[src/rtl/mem_access_pkg.sv]
// mem_access_pkg: shared types and constants for the memory-access stage.
`default_nettype none
package mem_access_pkg;

  typedef enum logic [0:0] {
    ST_IDLE = 1'b0,
    ST_BUSY = 1'b1
  } state_t;

  localparam logic [1:0] SZ_B = 2'd0;
  localparam logic [1:0] SZ_H = 2'd1;
  localparam logic [1:0] SZ_W = 2'd2;
  localparam logic [1:0] SZ_D = 2'd3;

  localparam logic [4:0] CAUSE_LD_MISALIGN = 5'd4;
  localparam logic [4:0] CAUSE_LD_FAULT    = 5'd5;
  localparam logic [4:0] CAUSE_ST_MISALIGN = 5'd6;
  localparam logic [4:0] CAUSE_ST_FAULT    = 5'd7;

  // Byte-enable pattern per size, byte-lane 0 aligned: {D, W, H, B}.
  localparam logic [31:0] STRB_TABLE = 32'hFF0F_0301;

  function automatic logic [7:0] size_strb(input logic [1:0] size);
    return STRB_TABLE[{size, 3'b000} +: 8];
  endfunction

  function automatic logic is_misaligned(input logic [1:0] size, input logic [2:0] off);
    logic r;
    case (size)
      SZ_H:    r = off[0];
      SZ_W:    r = |off[1:0];
      SZ_D:    r = |off;
      default: r = 1'b0;
    endcase
    return r;
  endfunction

endpackage
`default_nettype wire

[src/rtl/mem_access_if.sv]
// mem_access_if: data-bus request/response bundle between the stage and memory.
`default_nettype none
interface mem_access_if;
  logic        dbus_req;
  logic        dbus_we;
  logic [63:0] dbus_addr;
  logic [63:0] dbus_wdata;
  logic [7:0]  dbus_wstrb;
  logic        dbus_ack;
  logic        dbus_err;
  logic [63:0] dbus_rdata;

  modport master (
    output dbus_req, dbus_we, dbus_addr, dbus_wdata, dbus_wstrb,
    input  dbus_ack, dbus_err, dbus_rdata
  );

  modport slave (
    input  dbus_req, dbus_we, dbus_addr, dbus_wdata, dbus_wstrb,
    output dbus_ack, dbus_err, dbus_rdata
  );
endinterface
`default_nettype wire

[src/rtl/mem_access_load_align.sv]
// mem_access_load_align: extracts the addressed lane of a read word and extends it.
`default_nettype none
module mem_access_load_align
  import mem_access_pkg::*;
(
  input  wire logic [63:0] i_rdata,
  input  wire logic [2:0]  i_offset,
  input  wire logic [1:0]  i_size,
  input  wire logic        i_unsigned,
  output logic      [63:0] o_data
);

  logic [63:0] w_shifted;

  assign w_shifted = i_rdata >> {i_offset, 3'b000};

  always_comb begin
    o_data = w_shifted;
    case (i_size)
      SZ_B: o_data = i_unsigned ? {56'd0, w_shifted[7:0]}
                                : {{56{w_shifted[7]}}, w_shifted[7:0]};
      SZ_H: o_data = i_unsigned ? {48'd0, w_shifted[15:0]}
                                : {{48{w_shifted[15]}}, w_shifted[15:0]};
      SZ_W: o_data = i_unsigned ? {32'd0, w_shifted[31:0]}
                                : {{32{w_shifted[31]}}, w_shifted[31:0]};
      default: o_data = w_shifted;
    endcase
  end

endmodule
`default_nettype wire

[src/rtl/mem_access.sv]
// mem_access: memory stage; issues one data-bus access per load/store and retires results.
`default_nettype none
module mem_access
  import mem_access_pkg::*;
#(
  parameter int TIMEOUT = 255
) (
  input  wire logic        clk,
  input  wire logic        rst,
  input  wire logic        in_valid,
  input  wire logic [63:0] pc,
  input  wire logic [4:0]  rd,
  input  wire logic [63:0] result,
  input  wire logic [63:0] data2,
  input  wire logic        load_op,
  input  wire logic        store_op,
  input  wire logic [1:0]  size,
  input  wire logic        load_unsigned,
  input  wire logic [4:0]  cause_in,
  input  wire logic [63:0] tval_in,
  output logic             stall,
  mem_access_if.master     dbus,
  output logic             wb_valid,
  output logic      [63:0] wb_pc,
  output logic      [4:0]  wb_rd,
  output logic      [63:0] wb_data,
  output logic      [4:0]  wb_cause,
  output logic      [63:0] wb_tval
);

  localparam int               CW     = (TIMEOUT < 2) ? 1 : $clog2(TIMEOUT);
  localparam logic [CW-1:0]    C_LAST = CW'(TIMEOUT - 1);

  state_t        r_state;
  state_t        w_next_state;
  logic [CW-1:0] r_count;

  logic        w_mem_op, w_is_store, w_trap, w_misal, w_idle_take, w_issue;
  logic        w_busy, w_timeout, w_done_ack, w_done_err;
  logic [63:0] w_load_data;

  logic        r_wb_valid;
  logic [63:0] r_wb_pc, r_wb_data, r_wb_tval;
  logic [4:0]  r_wb_rd, r_wb_cause;

  // Both op bits set is treated as a store.
  assign w_mem_op    = load_op | store_op;
  assign w_is_store  = store_op;
  assign w_trap      = |cause_in;
  assign w_misal     = is_misaligned(size, result[2:0]);
  assign w_idle_take = (r_state == ST_IDLE) && in_valid;
  assign w_issue     = w_idle_take && w_mem_op && !w_trap && !w_misal;
  assign w_busy      = (r_state == ST_BUSY);
  assign w_timeout   = w_busy && (r_count == C_LAST);
  assign w_done_ack  = w_busy && dbus.dbus_ack;
  assign w_done_err  = w_busy && !dbus.dbus_ack && (dbus.dbus_err || w_timeout);

  // Upstream holds its inputs while stalled, so the bus fields follow them directly.
  assign dbus.dbus_addr  = result;
  assign dbus.dbus_we    = w_is_store;
  assign dbus.dbus_wstrb = size_strb(size) << result[2:0];
  assign dbus.dbus_wdata = data2 << {result[2:0], 3'b000};

  mem_access_load_align u_load_align (
    .i_rdata    (dbus.dbus_rdata),
    .i_offset   (result[2:0]),
    .i_size     (size),
    .i_unsigned (load_unsigned),
    .o_data     (w_load_data)
  );

  always_ff @(posedge clk) begin
    if (rst) r_state <= ST_IDLE;
    else     r_state <= w_next_state;
  end

  always_comb begin
    w_next_state = r_state;
    case (r_state)
      ST_IDLE: if (w_issue) w_next_state = ST_BUSY;
      ST_BUSY: if (w_done_ack || w_done_err) w_next_state = ST_IDLE;
      default: w_next_state = ST_IDLE;
    endcase
  end

  always_comb begin
    dbus.dbus_req = 1'b0;
    stall         = 1'b0;
    case (r_state)
      ST_IDLE: begin
        dbus.dbus_req = w_issue;
        stall         = w_issue;
      end
      ST_BUSY: begin
        dbus.dbus_req = 1'b1;
        stall         = !dbus.dbus_ack && !dbus.dbus_err && !w_timeout;
      end
      default: ;
    endcase
  end

  always_ff @(posedge clk) begin
    if (rst || w_issue) r_count <= '0;
    else if (w_busy)    r_count <= r_count + 1'b1;
  end

  always_ff @(posedge clk) begin
    if (rst) begin
      r_wb_valid <= 1'b0;
      r_wb_pc    <= '0;
      r_wb_rd    <= '0;
      r_wb_data  <= '0;
      r_wb_cause <= '0;
      r_wb_tval  <= '0;
    end else begin
      r_wb_valid <= 1'b0;
      if (w_idle_take && !w_issue) begin
        r_wb_valid <= 1'b1;
        r_wb_pc    <= pc;
        if (!w_mem_op || w_trap) begin
          r_wb_rd    <= rd;
          r_wb_data  <= result;
          r_wb_cause <= cause_in;
          r_wb_tval  <= tval_in;
        end else begin
          r_wb_rd    <= '0;
          r_wb_data  <= '0;
          r_wb_cause <= w_is_store ? CAUSE_ST_MISALIGN : CAUSE_LD_MISALIGN;
          r_wb_tval  <= result;
        end
      end else if (w_done_ack) begin
        r_wb_valid <= 1'b1;
        r_wb_pc    <= pc;
        r_wb_rd    <= w_is_store ? 5'd0 : rd;
        r_wb_data  <= w_is_store ? 64'd0 : w_load_data;
        r_wb_cause <= '0;
        r_wb_tval  <= '0;
      end else if (w_done_err) begin
        r_wb_valid <= 1'b1;
        r_wb_pc    <= pc;
        r_wb_rd    <= '0;
        r_wb_data  <= '0;
        r_wb_cause <= w_is_store ? CAUSE_ST_FAULT : CAUSE_LD_FAULT;
        r_wb_tval  <= result;
      end
    end
  end

  assign wb_valid = r_wb_valid;
  assign wb_pc    = r_wb_pc;
  assign wb_rd    = r_wb_rd;
  assign wb_data  = r_wb_data;
  assign wb_cause = r_wb_cause;
  assign wb_tval  = r_wb_tval;

endmodule
`default_nettype wire

[src/flat_wrapper.sv]
// flat-port wrapper written by rule: the top's interface ports become plain ports
module mem_access_flat import mem_access_pkg::*;
#(
  parameter int TIMEOUT = 255
)
  (clk, rst, in_valid, pc, rd, result, data2, load_op, store_op, size, load_unsigned, cause_in, tval_in, stall, wb_valid, wb_pc, wb_rd, wb_data, wb_cause, wb_tval, dbus_dbus_req, dbus_dbus_we, dbus_dbus_addr, dbus_dbus_wdata, dbus_dbus_wstrb, dbus_dbus_ack, dbus_dbus_err, dbus_dbus_rdata);
  mem_access_if dbus_i ();
  input  wire logic clk;
  input  wire logic rst;
  input  wire logic in_valid;
  input  wire logic [63:0] pc;
  input  wire logic [4:0] rd;
  input  wire logic [63:0] result;
  input  wire logic [63:0] data2;
  input  wire logic load_op;
  input  wire logic store_op;
  input  wire logic [1:0] size;
  input  wire logic load_unsigned;
  input  wire logic [4:0] cause_in;
  input  wire logic [63:0] tval_in;
  output logic stall;
  output logic wb_valid;
  output logic      [63:0] wb_pc;
  output logic      [4:0] wb_rd;
  output logic      [63:0] wb_data;
  output logic      [4:0] wb_cause;
  output logic      [63:0] wb_tval;
  output wire logic [$bits(dbus_i.dbus_req)-1:0] dbus_dbus_req;
  output wire logic [$bits(dbus_i.dbus_we)-1:0] dbus_dbus_we;
  output wire logic [$bits(dbus_i.dbus_addr)-1:0] dbus_dbus_addr;
  output wire logic [$bits(dbus_i.dbus_wdata)-1:0] dbus_dbus_wdata;
  output wire logic [$bits(dbus_i.dbus_wstrb)-1:0] dbus_dbus_wstrb;
  input wire logic [$bits(dbus_i.dbus_ack)-1:0] dbus_dbus_ack;
  input wire logic [$bits(dbus_i.dbus_err)-1:0] dbus_dbus_err;
  input wire logic [$bits(dbus_i.dbus_rdata)-1:0] dbus_dbus_rdata;
  assign dbus_dbus_req = dbus_i.dbus_req;
  assign dbus_dbus_we = dbus_i.dbus_we;
  assign dbus_dbus_addr = dbus_i.dbus_addr;
  assign dbus_dbus_wdata = dbus_i.dbus_wdata;
  assign dbus_dbus_wstrb = dbus_i.dbus_wstrb;
  assign dbus_i.dbus_ack = dbus_dbus_ack;
  assign dbus_i.dbus_err = dbus_dbus_err;
  assign dbus_i.dbus_rdata = dbus_dbus_rdata;
  mem_access #(.TIMEOUT(TIMEOUT)) u_core (.clk(clk), .rst(rst), .in_valid(in_valid), .pc(pc), .rd(rd), .result(result), .data2(data2), .load_op(load_op), .store_op(store_op), .size(size), .load_unsigned(load_unsigned), .cause_in(cause_in), .tval_in(tval_in), .stall(stall), .dbus(dbus_i), .wb_valid(wb_valid), .wb_pc(wb_pc), .wb_rd(wb_rd), .wb_data(wb_data), .wb_cause(wb_cause), .wb_tval(wb_tval));
endmodule
[config.mk]
export PLATFORM = sky130hd
export DESIGN_NAME = mem_access_flat
export DESIGN_NICKNAME = d
export VERILOG_FILES = /design/src/rtl/mem_access_pkg.sv /design/src/rtl/mem_access_if.sv /design/src/rtl/mem_access_load_align.sv /design/src/rtl/mem_access.sv /design/src/flat_wrapper.sv
export SDC_FILE = /design/constraint.sdc
export NUM_CORES = 1
export LEC_CHECK = 0
export BUFFER_PORTS_ARGS = -buffer_cell sky130_fd_sc_hd__buf_4
export CAP_MARGIN = 20
export CORE_AREA = 2 2 266 268
export DETAILED_ROUTE_END_ITERATION = 16
export DIE_AREA = 0 0 268 270
export GPL_TIMING_DRIVEN = 0
export PLACE_DENSITY = 0.45
export SYNTH_ARGS = -nofsm -noshare
export SYNTH_HDL_FRONTEND = slang
export SYNTH_HIERARCHICAL = 1
export SYNTH_SLANG_ARGS = --single-unit
[constraint.sdc]
create_clock -name clk -period 4.9 [get_ports clk]
set_clock_uncertainty 0.05 [all_clocks]
set_input_delay 0.98 -clock clk [delete_from_list [all_inputs] [get_ports clk]]
set_output_delay 0.98 -clock clk [all_outputs]
set_load 0.005 [all_outputs]
==> metrics <==
status finished clean; vias around 16000; Die Y roughly 270 µm; cell taking the most area after synthesis dfxtp_1; Core Area ~0.070 mm²; initial antenna violation count 4; Die Span X about 270 µm; clock root buffer clkbuf_16; maxcap violations 0; post-CTS setup buffer count 0; hpwl dp between 60000 and 70000 µm; critical path class in -> out; DRT Pass-1 Iters 6; starting density of the core between 10% and 20%; Combinational Power Share between 20% and 30%; P_leak between 8 and 9 nW; count leader, synth dfxtp_1; sw power 1.63 mW; Final Hold Fails 0; measured slew at the worst slew-check pin between 1 and 1.5 ns; CTS tree yes; fmax 213 MHz; total negative slack 0 ns; switch share between 30% and 40%; Area Overhead vs Synth 53.7%; final antenna-violating net count 0; P_int ~3.7 mW; fin area between 0.02 and 0.025 mm²; Pwr per Cell Area roughly 260 mW/mm²; Via density roughly 5.0; area share of the largest cell type after synthesis a little under a third; maximum clock path buffer count 3; Worst Slack Setup Final roughly 0.20 ns; Avg Cell Area, Syn around 8.5 µm²; Crit Path Max Fanout 10; Post-Place Cells 3191; first-pass GRT wire length 116000 µm; period utilization between 90% and 100%; Top Ports a little under 700; H-tree lvl count 1; DR WL/cell about 26 µm; GPL Wtd Cong between 0.9 and 1; minimum clock period about 4.7 ns; Num Clock Sinks 212; Port Buffers 678; number of synthesized register bits between 200 and 250; Place WS 0.0548 ns; Clock Latency Late Sink 0.56 ns; crit path DAT 3.67 ns; CP required 3.87 ns; fin nets 2623; CTS Buf Count 27; clock network power share a little under two fifths; post-synth net total between 1500 and 2000; Post-synth EDFFs 0; number of remaining DRC errors 0; layout cells sized above 1 between 40% and 50%; global route overflow 0; CTS Hold Bufs 0; DRT Wirelength 84100 µm; RSZ-0062 raised after global routing no; maximum VDD drop around 0.00021 V; Worst setup SP type input pin; most instantiated cells after synthesis dfxtp_1 (212), a21oi_1 (162), nand3_1 (141); Synth cell types 56; vias in the first global route around 16000; Slew Viols, Final 0; Die Area approximately 0.072 mm²; Site Rows a little under 100; sequential area share after synthesis 31.7%; Clock transition at path regs roughly 0.05 ns; HP Class reg -> reg; largest net degree at the start of global routing 15; fraction of registers with async set/reset 0%; Starting DRT DRC Count about 1300; Cell Area, Synth 0.0134 mm²; Area after DPL a little under 0.02 mm²; yosys warns 6; post-synthesis instance total approximately 1600; top post-synthesis cells by area dfxtp_1 (32%), mux2i_1 (10%), a22oi_1 (7.3%), mux4_2 (6.9%), a21oi_1 (6.0%); setup violators final 0; Main synth FF type dfxtp_1; fin cells 3238; share of power burned in registers a little over a third; critical path capture point type primary output; GRT Util Overall between 20% and 30%; Rel. slew slack 27.7%
-- cells in the final DEF, fill, tap and decap left out, drive strengths merged, types with 3 or more instances in the layout --
master,netlist,layout
dfxtp,212,212
a21oi,162,162
nand2,62,62
a211oi,4,4
a22oi,131,131
o2111ai,16,16
o22ai,80,80
nor3,5,5
o2bb2ai,9,9
o21ai,97,97
a22o,7,7
nor2,73,73
nor2b,9,9
o211ai,7,7
and2,20,20
mux2,36,36
buf,131,814
nand4,30,30
nand3,141,141
or2,3,3
mux2i,134,134
clkinv,1,5
clkbuf,109,147
mux4,41,41
xor2,5,5
nand2b,7,7
inv,12,13
-- power groups by stage --
stage	Sequential (mW)	Clock, mW	Combinational [mW]
floorplan	1.92	0	0.589
global placement	1.92	0	1.45
detailed placement	1.92	0	1.46
CTS	1.88	2.02	1.46
global route	1.89	2.08	1.55
finish	1.88	1.96	1.46
-- worst paths after layout --
kind / endpoint / startpoint / slack [ns] / depth (start not counted)
worst max-delay path: dbus_dbus_wdata[38] / result[1] / 0.20 / 7
worst min-delay path: u_core/wb_pc[31]$_SDFFE_PP0P_ / u_core/wb_pc[31]$_SDFFE_PP0P_ / 0.41 / 2
worst max register to register: u_core/wb_data[58]$_SDFFE_PP0P_ / u_core/r_state$_SDFF_PP0_ / 1.61 / 7
worst min register to register: u_core/wb_pc[31]$_SDFFE_PP0P_ / u_core/wb_pc[31]$_SDFFE_PP0P_ / 0.41 / 2
-- worst max-delay path: stages --
cell,delay [ns]
buf_4,0.17
clkbuf_1,0.37
clkbuf_2,0.46
clkbuf_1,0.52
clkbuf_1,0.57
o22ai_1,0.35
buf_4,0.24
-- flip-flops by register name (all words and copies together), names as in the netlist --
name	count
u_core/wb_valid	1
u_core/wb_rd	5
u_core/wb_tval	64
u_core/r_state	1
u_core/wb_data	64
u_core/wb_cause	5
u_core/wb_pc	64
u_core/r_count	8
-- metal layers --
metal | part of all wire, % | GRT usage (%)
met5 | 0 | 0
met4 | 3.5 | 7.00
met3 | 7.5 | 4.75
met2 | 47 | 36.8
met1 | 42 | 27.8
-- cells by family after synthesis --
kind of cell             synth area share [%]
AO/OA/AOI/OAI                            24.4
AND/OR/NAND/NOR                          13.1
buffers and inverters                    10.3
flip-flops                               31.7
multiplexers                             19.9
XOR/XNOR                                0.457
adder cells (fa/ha/maj)                 0.187
-- per-stage QoR --
| stage | hold WS [ns] | total power [mW] | utilization, % |
|---|---|---|---|
| after floorplan | 0.400 | 2.51 | - |
| after global placement | 0.402 | 3.37 | 28.3 |
| after detailed placement | 0.406 | 3.38 | 28.4 |
| after CTS | 0.414 | 5.37 | 29.6 |
| after global routing | 0.434 | 5.53 | 29.6 |
| final | 0.413 | 5.30 | 29.6 |
-- area by class of cell --
class	count	area, µm²
timing repair buffer	683	5160
antenna	2	5.00
inverter	13	48.8
fill	7580	48900
clock inverter	6	66.3
buffer	240	1330
multi-input combinational	1104	7780
clock buffer	38	777
tap	940	1180
sequential	212	4240
-- what timing repair did --
item                       4_1_cts  5_1_grt
hold endpoints to repair         0        0
resized for setup                0        6
setup endpoints to repair        0        4
No activity file was read; power rests on OpenSTA's default activity.
